--- src/rtl/cam_pkg.sv ---
// rtl/cam_pkg.sv - shared CAM encodings, widths and masked-match function
package cam_pkg;

    localparam int DW        = 32;
    localparam int KW        = DW - 1;
    localparam int VALID_BIT = DW - 1;

    localparam logic [1:0] ST_IDLE = 2'd0;
    localparam logic [1:0] ST_SCAN = 2'd1;
    localparam logic [1:0] ST_RESP = 2'd2;

    typedef logic [DW-1:0] word_t;
    typedef logic [KW-1:0] key_t;

    // Entry must be valid; only mask bits set to 1 take part in the compare.
    function automatic logic cam_match(input word_t word, input key_t key, input key_t mask);
        return word[VALID_BIT] && (((word[KW-1:0] ^ key) & mask) == '0);
    endfunction

endpackage

--- src/rtl/cam_scan_reader_if.sv ---
// rtl/cam_scan_reader_if.sv - lookup request/response handshake bundle
interface cam_scan_reader_if
    import cam_pkg::*;
#(
    parameter int DPW = 10
);
    logic           req_valid;
    logic           req_ready;
    key_t           req_key;
    key_t           req_mask;
    logic           rsp_valid;
    logic           rsp_ready;
    logic           rsp_hit;
    logic [DPW-1:0] rsp_idx;

    modport master (
        output req_valid, req_key, req_mask, rsp_ready,
        input  req_ready, rsp_valid, rsp_hit, rsp_idx
    );

    modport slave (
        input  req_valid, req_key, req_mask, rsp_ready,
        output req_ready, rsp_valid, rsp_hit, rsp_idx
    );
endinterface

--- src/rtl/cam_match_cmp.sv ---
// rtl/cam_match_cmp.sv - combinational masked key compare with entry-valid check
module cam_match_cmp
    import cam_pkg::*;
(
    input  word_t i_word,
    input  key_t  i_key,
    input  key_t  i_mask,
    output logic  o_hit
);
    assign o_hit = cam_match(i_word, i_key, i_mask);
endmodule

--- src/rtl/cam_scan_reader.sv ---
// rtl/cam_scan_reader.sv - linear scan of the CAM RAM read port, lowest-index match
module cam_scan_reader
    import cam_pkg::*;
#(
    parameter int DPW = 10
)(
    input  logic            clk,
    input  logic            rst_n,
    cam_scan_reader_if.slave bus,
    output logic [DPW-1:0]  ram_addr,
    input  word_t           ram_dout,
    output logic            busy
);
    localparam logic [DPW-1:0] LAST_IDX = '1;

    logic [1:0]     r_state;
    key_t           r_key;
    key_t           r_mask;
    logic [DPW-1:0] r_addr;
    logic           r_iss_v;
    logic           r_trk_v;
    logic [DPW-1:0] r_trk_idx;
    logic           r_hit;
    logic [DPW-1:0] r_idx;
    logic           w_match;

    cam_match_cmp u_cmp (
        .i_word (ram_dout),
        .i_key  (r_key),
        .i_mask (r_mask),
        .o_hit  (w_match)
    );

    // {r_iss_v, r_addr} is the issue stage, {r_trk_v, r_trk_idx} lines up with ram_dout.
    always_ff @(posedge clk or negedge rst_n) begin
        if (!rst_n) begin
            r_state   <= ST_IDLE;
            r_key     <= '0;
            r_mask    <= '0;
            r_addr    <= '0;
            r_iss_v   <= 1'b0;
            r_trk_v   <= 1'b0;
            r_trk_idx <= '0;
            r_hit     <= 1'b0;
            r_idx     <= '0;
        end else begin
            case (r_state)
                ST_IDLE: begin
                    if (bus.req_valid) begin
                        r_key   <= bus.req_key;
                        r_mask  <= bus.req_mask;
                        r_addr  <= '0;
                        r_iss_v <= 1'b1;
                        r_trk_v <= 1'b0;
                        r_state <= ST_SCAN;
                    end
                end
                ST_SCAN: begin
                    if (r_iss_v) begin
                        if (r_addr != LAST_IDX) r_addr <= r_addr + 1'b1;
                        else                    r_iss_v <= 1'b0;
                    end
                    r_trk_v   <= r_iss_v;
                    r_trk_idx <= r_addr;
                    if (r_trk_v && w_match) begin
                        r_hit   <= 1'b1;
                        r_idx   <= r_trk_idx;
                        r_iss_v <= 1'b0;
                        r_trk_v <= 1'b0;
                        r_state <= ST_RESP;
                    end else if (r_trk_v && (r_trk_idx == LAST_IDX)) begin
                        r_hit   <= 1'b0;
                        r_idx   <= '0;
                        r_iss_v <= 1'b0;
                        r_trk_v <= 1'b0;
                        r_state <= ST_RESP;
                    end
                end
                ST_RESP: begin
                    if (bus.rsp_ready) r_state <= ST_IDLE;
                end
                default: r_state <= ST_IDLE;
            endcase
        end
    end

    assign bus.req_ready = (r_state == ST_IDLE);
    assign bus.rsp_valid = (r_state == ST_RESP);
    assign bus.rsp_hit   = r_hit;
    assign bus.rsp_idx   = r_idx;
    assign ram_addr      = r_addr;
    assign busy          = (r_state != ST_IDLE);

endmodule

--- src/flat_wrapper.sv ---
// flat-port wrapper written by rule: the top's interface ports become plain ports
module cam_scan_reader_flat import cam_pkg::*;
#(
    parameter int DPW = 10
)
  (clk, rst_n, ram_addr, ram_dout, busy, bus_req_valid, bus_req_key, bus_req_mask, bus_rsp_ready, bus_req_ready, bus_rsp_valid, bus_rsp_hit, bus_rsp_idx);
  cam_scan_reader_if #(.DPW(DPW)) bus_i ();
  input  logic clk;
  input  logic rst_n;
  output logic [DPW-1:0] ram_addr;
  input  word_t ram_dout;
  output logic busy;
  input wire logic [$bits(bus_i.req_valid)-1:0] bus_req_valid;
  input wire logic [$bits(bus_i.req_key)-1:0] bus_req_key;
  input wire logic [$bits(bus_i.req_mask)-1:0] bus_req_mask;
  input wire logic [$bits(bus_i.rsp_ready)-1:0] bus_rsp_ready;
  output wire logic [$bits(bus_i.req_ready)-1:0] bus_req_ready;
  output wire logic [$bits(bus_i.rsp_valid)-1:0] bus_rsp_valid;
  output wire logic [$bits(bus_i.rsp_hit)-1:0] bus_rsp_hit;
  output wire logic [$bits(bus_i.rsp_idx)-1:0] bus_rsp_idx;
  assign bus_i.req_valid = bus_req_valid;
  assign bus_i.req_key = bus_req_key;
  assign bus_i.req_mask = bus_req_mask;
  assign bus_i.rsp_ready = bus_rsp_ready;
  assign bus_req_ready = bus_i.req_ready;
  assign bus_rsp_valid = bus_i.rsp_valid;
  assign bus_rsp_hit = bus_i.rsp_hit;
  assign bus_rsp_idx = bus_i.rsp_idx;
  cam_scan_reader #(.DPW(DPW)) u_core (.clk(clk), .rst_n(rst_n), .bus(bus_i), .ram_addr(ram_addr), .ram_dout(ram_dout), .busy(busy));
endmodule
--- config.mk ---
export PLATFORM = sky130hd
export DESIGN_NAME = cam_scan_reader_flat
export DESIGN_NICKNAME = d
export VERILOG_FILES = /design/src/rtl/cam_pkg.sv /design/src/rtl/cam_scan_reader_if.sv /design/src/rtl/cam_match_cmp.sv /design/src/rtl/cam_scan_reader.sv /design/src/flat_wrapper.sv
export SDC_FILE = /design/constraint.sdc
export NUM_CORES = 1
export LEC_CHECK = 0
export ABC_AREA = 0
export BUFFER_PORTS_ARGS = -buffer_cell sky130_fd_sc_hd__buf_2
export CORE_MARGIN = 8
export CORE_UTILIZATION = 56
export DETAILED_ROUTE_END_ITERATION = 12
export GPL_ROUTABILITY_DRIVEN = 1
export PLACE_DENSITY = 0.85
export SLEW_MARGIN = 20
export SYNTH_ARGS = -nofsm -noshare
export SYNTH_HDL_FRONTEND = slang
export SYNTH_SLANG_ARGS = --single-unit
--- constraint.sdc ---
create_clock -name clk -period 3.1 [get_ports clk]
set_clock_uncertainty 0.05 [all_clocks]
set_input_delay 0.465 -clock clk [delete_from_list [all_inputs] [get_ports clk]]
set_output_delay 0.465 -clock clk [all_outputs]
set_load 0.01 [all_outputs]
==> results of run 1 <==
==> final cells by class <==
class,count,area (sq um)
Clock buffer,10,137.6
Sequential cell,97,2427
Fill cell,528,2069
Clock inverter,6,136.4
Inverter,1,3.754
Timing Repair Buffer,124,655.6
Tap cell,99,123.9
Multi-Input combinational cell,217,1699
==> synth_stat cells, drive strengths merged <==
library cell,count
o22ai,1
o311ai,1
ha,1
nor3,4
nand2,41
nor4,1
o21ai,6
a22oi,15
mux2,62
and3,1
nand3,6
xnor2,2
o21bai,1
a21oi,4
nor2,9
or3,2
inv,1
a21o,1
clkbuf,1
or2,1
a22o,10
and2,2
buf,12
xor2,35
nor2b,2
nand4,7
nand2b,2
dfrtp,97
==> routing by layer <==
layer  up-vias  GRT usage  part of all wire
met5         -          0                 0
met3        11    0.04862             0.075
li1       1397          -                 -
met2       102     0.3062              0.50
met4         0    0.06546             0.014
met1      1410     0.2296              0.41
==> flip-flops by register name (all words and copies together) (netlist names), 2 cells and up <==
register	flops
u_core.bus.rsp_idx	10
u_core.ram_addr	10
u_core.r_key	31
u_core.r_trk_idx	10
u_core.r_mask	31
u_core.r_state	2
==> worst paths after layout <==
kind | start | endpoint | slack (ns)
hold / removal | rst_n | u_core.r_mask[10] | 0.09
setup / recovery | u_core.r_key[30] | u_core.bus.rsp_idx[9] | 1.00
min in group clk | bus_req_mask[25] | u_core.r_mask[25] | 0.28
max in group asynchronous | rst_n | u_core.ram_addr[3] | 2.23
setup reg to reg | u_core.r_key[30] | u_core.bus.rsp_idx[9] | 1.00
hold reg to reg | u_core.bus.rsp_idx[0] | u_core.bus.rsp_idx[0] | 0.46
==> through the flow <==
stage          hold WS [ns]  power [mW]  utilization  std cells  worst slack, ns
3_3_place_gp         0.4277       3.560       0.6769        538           0.8384
6_report            0.08817       4.714       0.7147        554            1.003
2_1_floorplan        0.1194       3.200            -        328            1.303
5_1_grt              0.1391       5.010       0.7147        554           0.8545
3_5_place_dp         0.4328       3.674       0.6769        538           0.8216
4_1_cts              0.1117       4.746       0.7147        554           0.9692
==> worst register-to-register path: stages (launching register included) <==
cell and delay, ns:
dfrtp_1 0.40, xor2_1 0.17, a22oi_1 0.20, nand4_1 0.17
nor4_2 0.41, o21ai_1 0.30, a22o_2 0.29
==> cells by family after synthesis <==
group           share of synthesized area
fa+ha+maj                        0.002981
mux                                0.1664
buf+inv                           0.01699
simple gates                      0.08646
compound gates                    0.07156
xor+xnor                          0.07722
flops                              0.5784
==> where the power goes <==
| part | switching (mW) | leakage [nW] | internal, mW |
|---|---|---|---|
| registers | 0.390 | 1.20 | 1.80 |
| clock network | 0.436 | 0.133 | 0.642 |
| logic | 0.645 | 1.22 | 0.801 |
| total | 1.47 | 2.55 | 3.24 |
==> impl_metrics.json, run 1 <==
{
  "finalSetupViolCount": 0,
  "rows": 31,
  "drtIter0Drc": 155,
  "via_count": 2920,
  "worst_pin_slew_ns": 0.6830,
  "core_sq_mm": 0.007253,
  "cts-root-buf": "clkbuf_8",
  "fp.dieW_microns": 102.6,
  "antenna_cells": 0,
  "ys_seq_elements": 97,
  "post-route-min-period_ns": 2.097,
  "wl_per_cell_microns": 16.89,
  "cp.required_ns": 3.29,
  "start_kind": "flop",
  "peakVddDrop_uv": 595.9,
  "postPlaceCellArea_sq_mm": 0.004910,
  "ys_types": 34,
  "grtUsageTotal": 0.1853,
  "dp.final_hpwl_mm": 6.992,
  "cpMaxStageDelayCell": "nor4_2",
  "initial_core_util": 0.5786,
  "io_pins": 122,
  "cts_setup_buffers": 0,
  "drive_gt1_frac": 0.4615,
  "cts-htree-levels": 3,
  "worstPathMaxFanout": 11,
  "ys_warn_count": 0,
  "grt_pass1_vias": 3050,
  "worstPathCellList": "xor2_1 -> a22oi_1 -> nand4_1 -> nor4_2 -> o21ai_1 -> a22o_2",
  "die_h_microns": 102.6,
  "syn_inst": 328,
  "clkTransAtPathRegs_ns": 0.10,
  "power_density_mw_per_mm2": 909.4,
  "status": "complete, no violations",
  "grt.overflow.total": 0,
  "synth_top_cell_area_share": 0.5784,
  "wl_mm": 9.359,
  "reg2reg_depth": 6,
  "final_antenna_net_count": 0,
  "antenna_found_initial": 0,
  "cts_hold_buf": 0,
  "arrival_ns": 2.29,
  "cts_tree": "yes",
  "fin_crit_sh": 0.6765,
  "critPathMaxStageDelay_ns": 0.41,
  "critPathBufInv": 0,
  "grt_max_degree": 75,
  "hold_violations": 0,
  "rsz0062_at_grt": "no",
  "postLayoutCellArea_sq_mm": 0.005184,
  "cp-end-kind": "flop",
  "vias_per_cell": 5.271,
  "hold_class": "in -> async",
  "area_growth_pct": 23.52,
  "clk_latency_ns": 0.35,
  "path_class": "reg -> reg",
  "drv_slew": 0,
  "worst-path-stages": 6,
  "dr.pass1.iters": 4,
  "grt_pass1_wl_mm": 15.06,
  "synth_area_leaders": "dfrtp_1 (58%), mux2_2 (17%), xor2_1 (7.3%)",
  "critPathTopFamily": "compound AO/OA/AOI/OAI gates",
  "die_area_sq_mm": 0.01052,
  "cts_buffer_depth": 2,
  "portBuffers": 121,
  "maxCapViolations": 0,
  "slew_headroom": 0.5416,
  "cts_resized": 0,
  "max_freq_ghz": 0.4768,
  "post-route-drc-count": 0,
  "synth_nets": 427,
  "syn_area_sq_mm": 0.004197,
  "avgSynthCellArea_sq_um": 12.79,
  "cts.sinks": 97,
  "cts_buffers": 9,
  "gp_congestion": 0.8288,
  "power.leakage_nw": 2.549,
  "nNetsFinal": 549,
  "mostFrequentLayoutCells": "buf_2 (120), dfrtp_1 (97), mux2_2 (62)",
  "synth-seq-area-share": 0.5784,
  "finalSetupTns_ns": 0,
  "layout_commonest_cell": "buf_2",
  "synth_top_area_cell": "dfrtp_1"
}
(Power assumes the default switching activity.)
==> inputs of run 2 (changes only) <==
CORE_UTILIZATION = 52   (was 56)
PLACE_DENSITY = 0.8   (was 0.85)
clock period = 2 ns   (was 3.1 ns; I/O delays follow)
==> impl_metrics.json, run 2 (synthesis results as in run 1) <==
{
  "wl_per_cell_microns": 16.58,
  "p_int_mw": 4.694,
  "critPathMaxStageDelay_ns": 0.40,
  "portBuffers": 121,
  "worstPathMaxFanout": 11,
  "finalSetupViolCount": 0,
  "drv_slew": 0,
  "clk_latency_ns": 0.35,
  "start_kind": "flop",
  "switching_share": 0.3296,
  "vias_per_cell": 5.221,
  "grt_pass1_wl_mm": 15.61,
  "hold_class": "in -> reg",
  "grt_max_degree": 50,
  "via_count": 2955,
  "die_h_microns": 105.8,
  "dp.final_hpwl_mm": 7.095,
  "cts-htree-levels": 3,
  "power_density_mw_per_mm2": 1342,
  "pwr-share-seq": 0.480,
  "maxCapViolations": 0,
  "drtIter0Drc": 182,
  "status": "complete, no violations",
  "power_frac_clock": 0.180,
  "area_growth_pct": 24.30,
  "postLayoutCellArea_sq_mm": 0.005216,
  "initial_core_util": 0.5403,
  "mostFrequentLayoutCells": "buf_2 (120), dfrtp_1 (97), mux2_2 (62)",
  "slew_headroom": 0.5810,
  "hold_violations": 0,
  "final_core_utilization": 0.6716,
  "fin_crit_sh": 0.9611,
  "io_pins": 122,
  "power_mw": 7.002,
  "cts-root-buf": "clkbuf_8",
  "clkTransAtPathRegs_ns": 0.10,
  "postPlaceCellArea_sq_mm": 0.004964,
  "post-route-min-period_ns": 1.922,
  "reg.largest.list": "u_core.r_key: 31 flops, u_core.r_mask: 31 flops",
  "cp.required_ns": 2.20,
  "post-route-drc-count": 0,
  "wl_mm": 9.385,
  "grtUsageTotal": 0.1704,
  "cp-end-kind": "flop",
  "grt_pass1_vias": 3224,
  "critPathBufInv": 1,
  "grt.overflow.total": 0,
  "finalSetupTns_ns": 0,
  "cpMaxStageDelayCell": "dfrtp_1",
  "peakVddDrop_uv": 731.8,
  "antenna_cells": 0,
  "antenna_found_initial": 0,
  "nNetsFinal": 558,
  "worst_pin_slew_ns": 0.6285,
  "drive_gt1_frac": 0.4720,
  "fp.dieW_microns": 105.8,
  "cts.sinks": 97,
  "rows": 32,
  "core_sq_mm": 0.007767,
  "gp_congestion": 0.8150,
  "cts_buffer_depth": 2,
  "cts_tree": "yes",
  "p_sw_mw": 2.308,
  "critPathTopFamily": "compound AO/OA/AOI/OAI gates",
  "path_class": "reg -> reg",
  "cts_buffers": 9,
  "final_antenna_net_count": 0,
  "p_comb_frac": 0.340,
  "max_freq_ghz": 0.5203,
  "power.leakage_nw": 2.565,
  "die_area_sq_mm": 0.01120,
  "dr.pass1.iters": 5,
  "worstPathCellList": "xor2_1 -> a22oi_2 -> nand4_1 -> nor4_4 -> buf_4 -> o21ai_4 -> a22o_2",
  "layout_commonest_cell": "buf_2",
  "arrival_ns": 2.12
}
[run 2: area by class of cell]
| cell class | instances | area, sq um |
|---|---|---|
| Multi-Input combinational cell | 218 | 1733 |
| Clock buffer | 10 | 127.6 |
| Clock inverter | 6 | 66.31 |
| Timing Repair Buffer | 132 | 730.7 |
| Sequential cell | 97 | 2427 |
| Tap cell | 102 | 127.6 |
| Inverter | 1 | 3.754 |
| Fill cell | 601 | 2551 |
[run 2: worst register-to-register path: cells and delay by family (launching register included)]
kind	cells	cell delay (ns)
DFF	1	0.40
xor gates and xnor gates	1	0.17
and+or+nand+nor	2	0.47
buffers and inverters	1	0.18
AOI/OAI and AO/OA	3	0.56
[run 2: routing by layer]
layer / global-route usage / vias up / wire (microns)
met3: 0.04750 / 11 / 574
met1: 0.2091 / 1446 / 4040
met2: 0.2793 / 75 / 4624
li1: - / 1423 / -
met5: 0 / - / 0
met4: 0.06533 / 0 / 145
[run 2: repair_timing]
action	CTS	global route
pin swaps	0	6
gates cloned	0	1
hold buffers	1	0
setup buffers	0	2
resized for setup	2	3
hold endpoints to repair	47	0
setup endpoints to repair	10	11
[run 2: worst paths after layout]
check,slack (ns),end,from,cells past startpoint
setup / recovery,0.08,u_core.bus.rsp_idx[9],u_core.r_key[16],7
hold / removal,0.12,u_core.r_mask[5],bus_req_mask[5],2
setup reg to reg,0.08,u_core.bus.rsp_idx[9],u_core.r_key[16],7
hold reg to reg,0.45,u_core.bus.rsp_idx[2],u_core.bus.rsp_idx[2],1
max in group asynchronous,0.82,u_core.r_key[13],rst_n,3
min in group asynchronous,0.46,u_core.r_mask[6],rst_n,2
[run 2: power by group through the flow]
stage                     Clock (mW)  Combinational (mW)  Sequential, mW
after global placement             0                2.27            3.34
after global routing            1.37                2.64            3.47
after floorplan                    0                1.66            3.30
after detailed placement           0                2.35            3.40
final                           1.26                2.38            3.36
after CTS                       1.28                2.38            3.36
[run 2: metrics by stage]
stage | setup slack [ns] | hold WS [ns] | cells
floorplan | 0.2204 | -0.04559 | 328
finish | 0.07790 | 0.1191 | 566
global route | -0.002051 | 0.1099 | 566
detailed placement | -0.1022 | 0.3082 | 546
global placement | -0.1045 | 0.3081 | 546
CTS | 0.01146 | 0.1093 | 563
==> inputs of run 3 (changes only) <==
REMOVE_ABC_BUFFERS = 1   (was default)
==> impl_metrics.json, run 3 (synthesis results as in run 1) <==
{
  "fp.dieW_microns": 105.8,
  "grt_pass1_wl_mm": 15.48,
  "hold_violations": 0,
  "clkTransAtPathRegs_ns": 0.09,
  "cp.required_ns": 2.19,
  "clk_latency_ns": 0.35,
  "arrival_ns": 2.14,
  "drtIter0Drc": 69,
  "max_freq_ghz": 0.5127,
  "layout_commonest_cell": "buf_2",
  "rrSetupSlack_ns": 0.05,
  "dr.pass1.iters": 5,
  "multi_input_area_sq_mm": 0.001737,
  "post-route-min-period_ns": 1.951,
  "wl_per_cell_microns": 16.60,
  "cts_tree": "yes",
  "worstPathMaxFanout": 6,
  "dp.final_hpwl_mm": 6.998,
  "drv_slew": 0,
  "final_antenna_net_count": 0,
  "mostFrequentLayoutCells": "buf_2 (120), dfrtp_1 (97), mux2_2 (62)",
  "start_kind": "flop",
  "rows": 32,
  "cp-end-kind": "flop",
  "via_count": 2946,
  "gp_congestion": 0.7750,
  "die_area_sq_mm": 0.01120,
  "finalSetupTns_ns": 0,
  "cts-root-buf": "clkbuf_8",
  "path_class": "reg -> reg",
  "antenna_cells": 0,
  "nFillCells": 592,
  "hold_class": "in -> reg",
  "post-route-drc-count": 0,
  "area_growth_pct": 25.31,
  "fin_crit_sh": 0.9753,
  "power.leakage_nw": 2.596,
  "wl_met2_mm": 4.496,
  "cts_buffers": 9,
  "grtUsageTotal": 0.1709,
  "drive_gt1_frac": 0.4720,
  "postPlaceCellArea_sq_mm": 0.004959,
  "antenna_found_initial": 0,
  "regArea_sq_mm": 0.002427,
  "power_density_mw_per_mm2": 1371,
  "portBuffers": 121,
  "grt_pass1_vias": 3235,
  "finalSetupViolCount": 0,
  "maxCapViolations": 0,
  "status": "complete, no violations",
  "top_layer_used": "met4",
  "reg.largest.list": "u_core.r_key: 31 flops, u_core.r_mask: 31 flops",
  "slew_headroom": 0.5068,
  "die_h_microns": 105.8,
  "cts.sinks": 97,
  "wl_met1_mm": 4.032,
  "grt.overflow.total": 0,
  "core_sq_mm": 0.007767,
  "wl_mm": 9.397,
  "nNetsFinal": 559,
  "postLayoutCellArea_sq_mm": 0.005259,
  "peakVddDrop_uv": 809.3,
  "cts_buffer_depth": 2,
  "io_pins": 122,
  "worst_pin_slew_ns": 0.7341,
  "met3_length_microns": 760,
  "cts-htree-levels": 3,
  "initial_core_util": 0.5403,
  "vias_per_cell": 5.205,
  "rsz0062_at_grt": "yes",
  "grt_max_degree": 66
}
==> run 3: cell count changes in the layout (fill, tap and decap cells not counted), sizes merged <==
cell	change
bufinv	+2
clkinv	+1
clkinvlp	-3
inv	-1
o21ai	+1
==> run 3: worst max-delay path: stages, from the launching register on <==
cell     delay, ns
dfrtp_1       0.41
xor2_1        0.15
a22oi_1       0.22
nand4_1       0.19
nor4_4        0.33
buf_6         0.17
o21ai_4       0.08
a22o_1        0.24
==> run 3: repair_timing <==
item,in CTS,in global routing
pin swaps,0,9
setup endpoints to repair,10,12
endpoints found under the hold margin,25,0
gates resized for setup,4,1
setup buffers,1,0
cloned,0,2
hold buffers,1,0
==> run 3: routing by layer <==
| layer | track usage | vias to the layer above |
|---|---|---|
| met3 | 0.06029 | 10 |
| li1 | - | 1413 |
| met5 | 0 | - |
| met4 | 0.06231 | 0 |
| met2 | 0.2761 | 92 |
| met1 | 0.2064 | 1431 |
==> run 3: final timing paths <==
path	start	end	cells past startpoint
max in group asynchronous	rst_n	u_core.r_key[27]	3
min	bus_req_key[7]	u_core.r_key[7]	2
max	u_core.r_key[13]	u_core.bus.rsp_idx[7]	7
min in group asynchronous	rst_n	u_core.r_mask[7]	2
max reg2reg	u_core.r_key[13]	u_core.bus.rsp_idx[7]	7
min reg2reg	u_core.bus.rsp_hit	u_core.bus.rsp_hit	1
==> run 3: where the power goes <==
| part | internal [mW] | switching [mW] | total (mW) |
|---|---|---|---|
| clock | 0.858 | 0.658 | 1.52 |
| sequential | 2.79 | 0.571 | 3.36 |
| combinational | 1.28 | 1.05 | 2.33 |
| total | 4.93 | 2.28 | 7.21 |
==> run 3: metrics by stage <==
stage / setup slack, ns / total power, mW / util / hold WS [ns] / instances
final: 0.04941 / 7.210 / 0.6770 / 0.1192 / 566
after global routing: -0.04444 / 7.683 / 0.6770 / 0.1060 / 566
after CTS: 0.04227 / 7.273 / 0.6745 / 0.1087 / 564
after detailed placement: -0.1736 / 5.724 / 0.6384 / 0.2051 / 547
after global placement: -0.1150 / 5.556 / 0.6384 / 0.2002 / 547
after floorplan: -0.9368 / 4.935 / - / -0.04559 / 315
==> run 3: final cells by class <==
cell class,instances,share of cell area
clock buffers,10,0.02617
inverters,1,0.0007138
flip-flops and latches,97,0.4616
well taps,102,0.02427
repair buffers,132,0.1373
multi-input cells,219,0.3302
clock inverters,5,0.01975
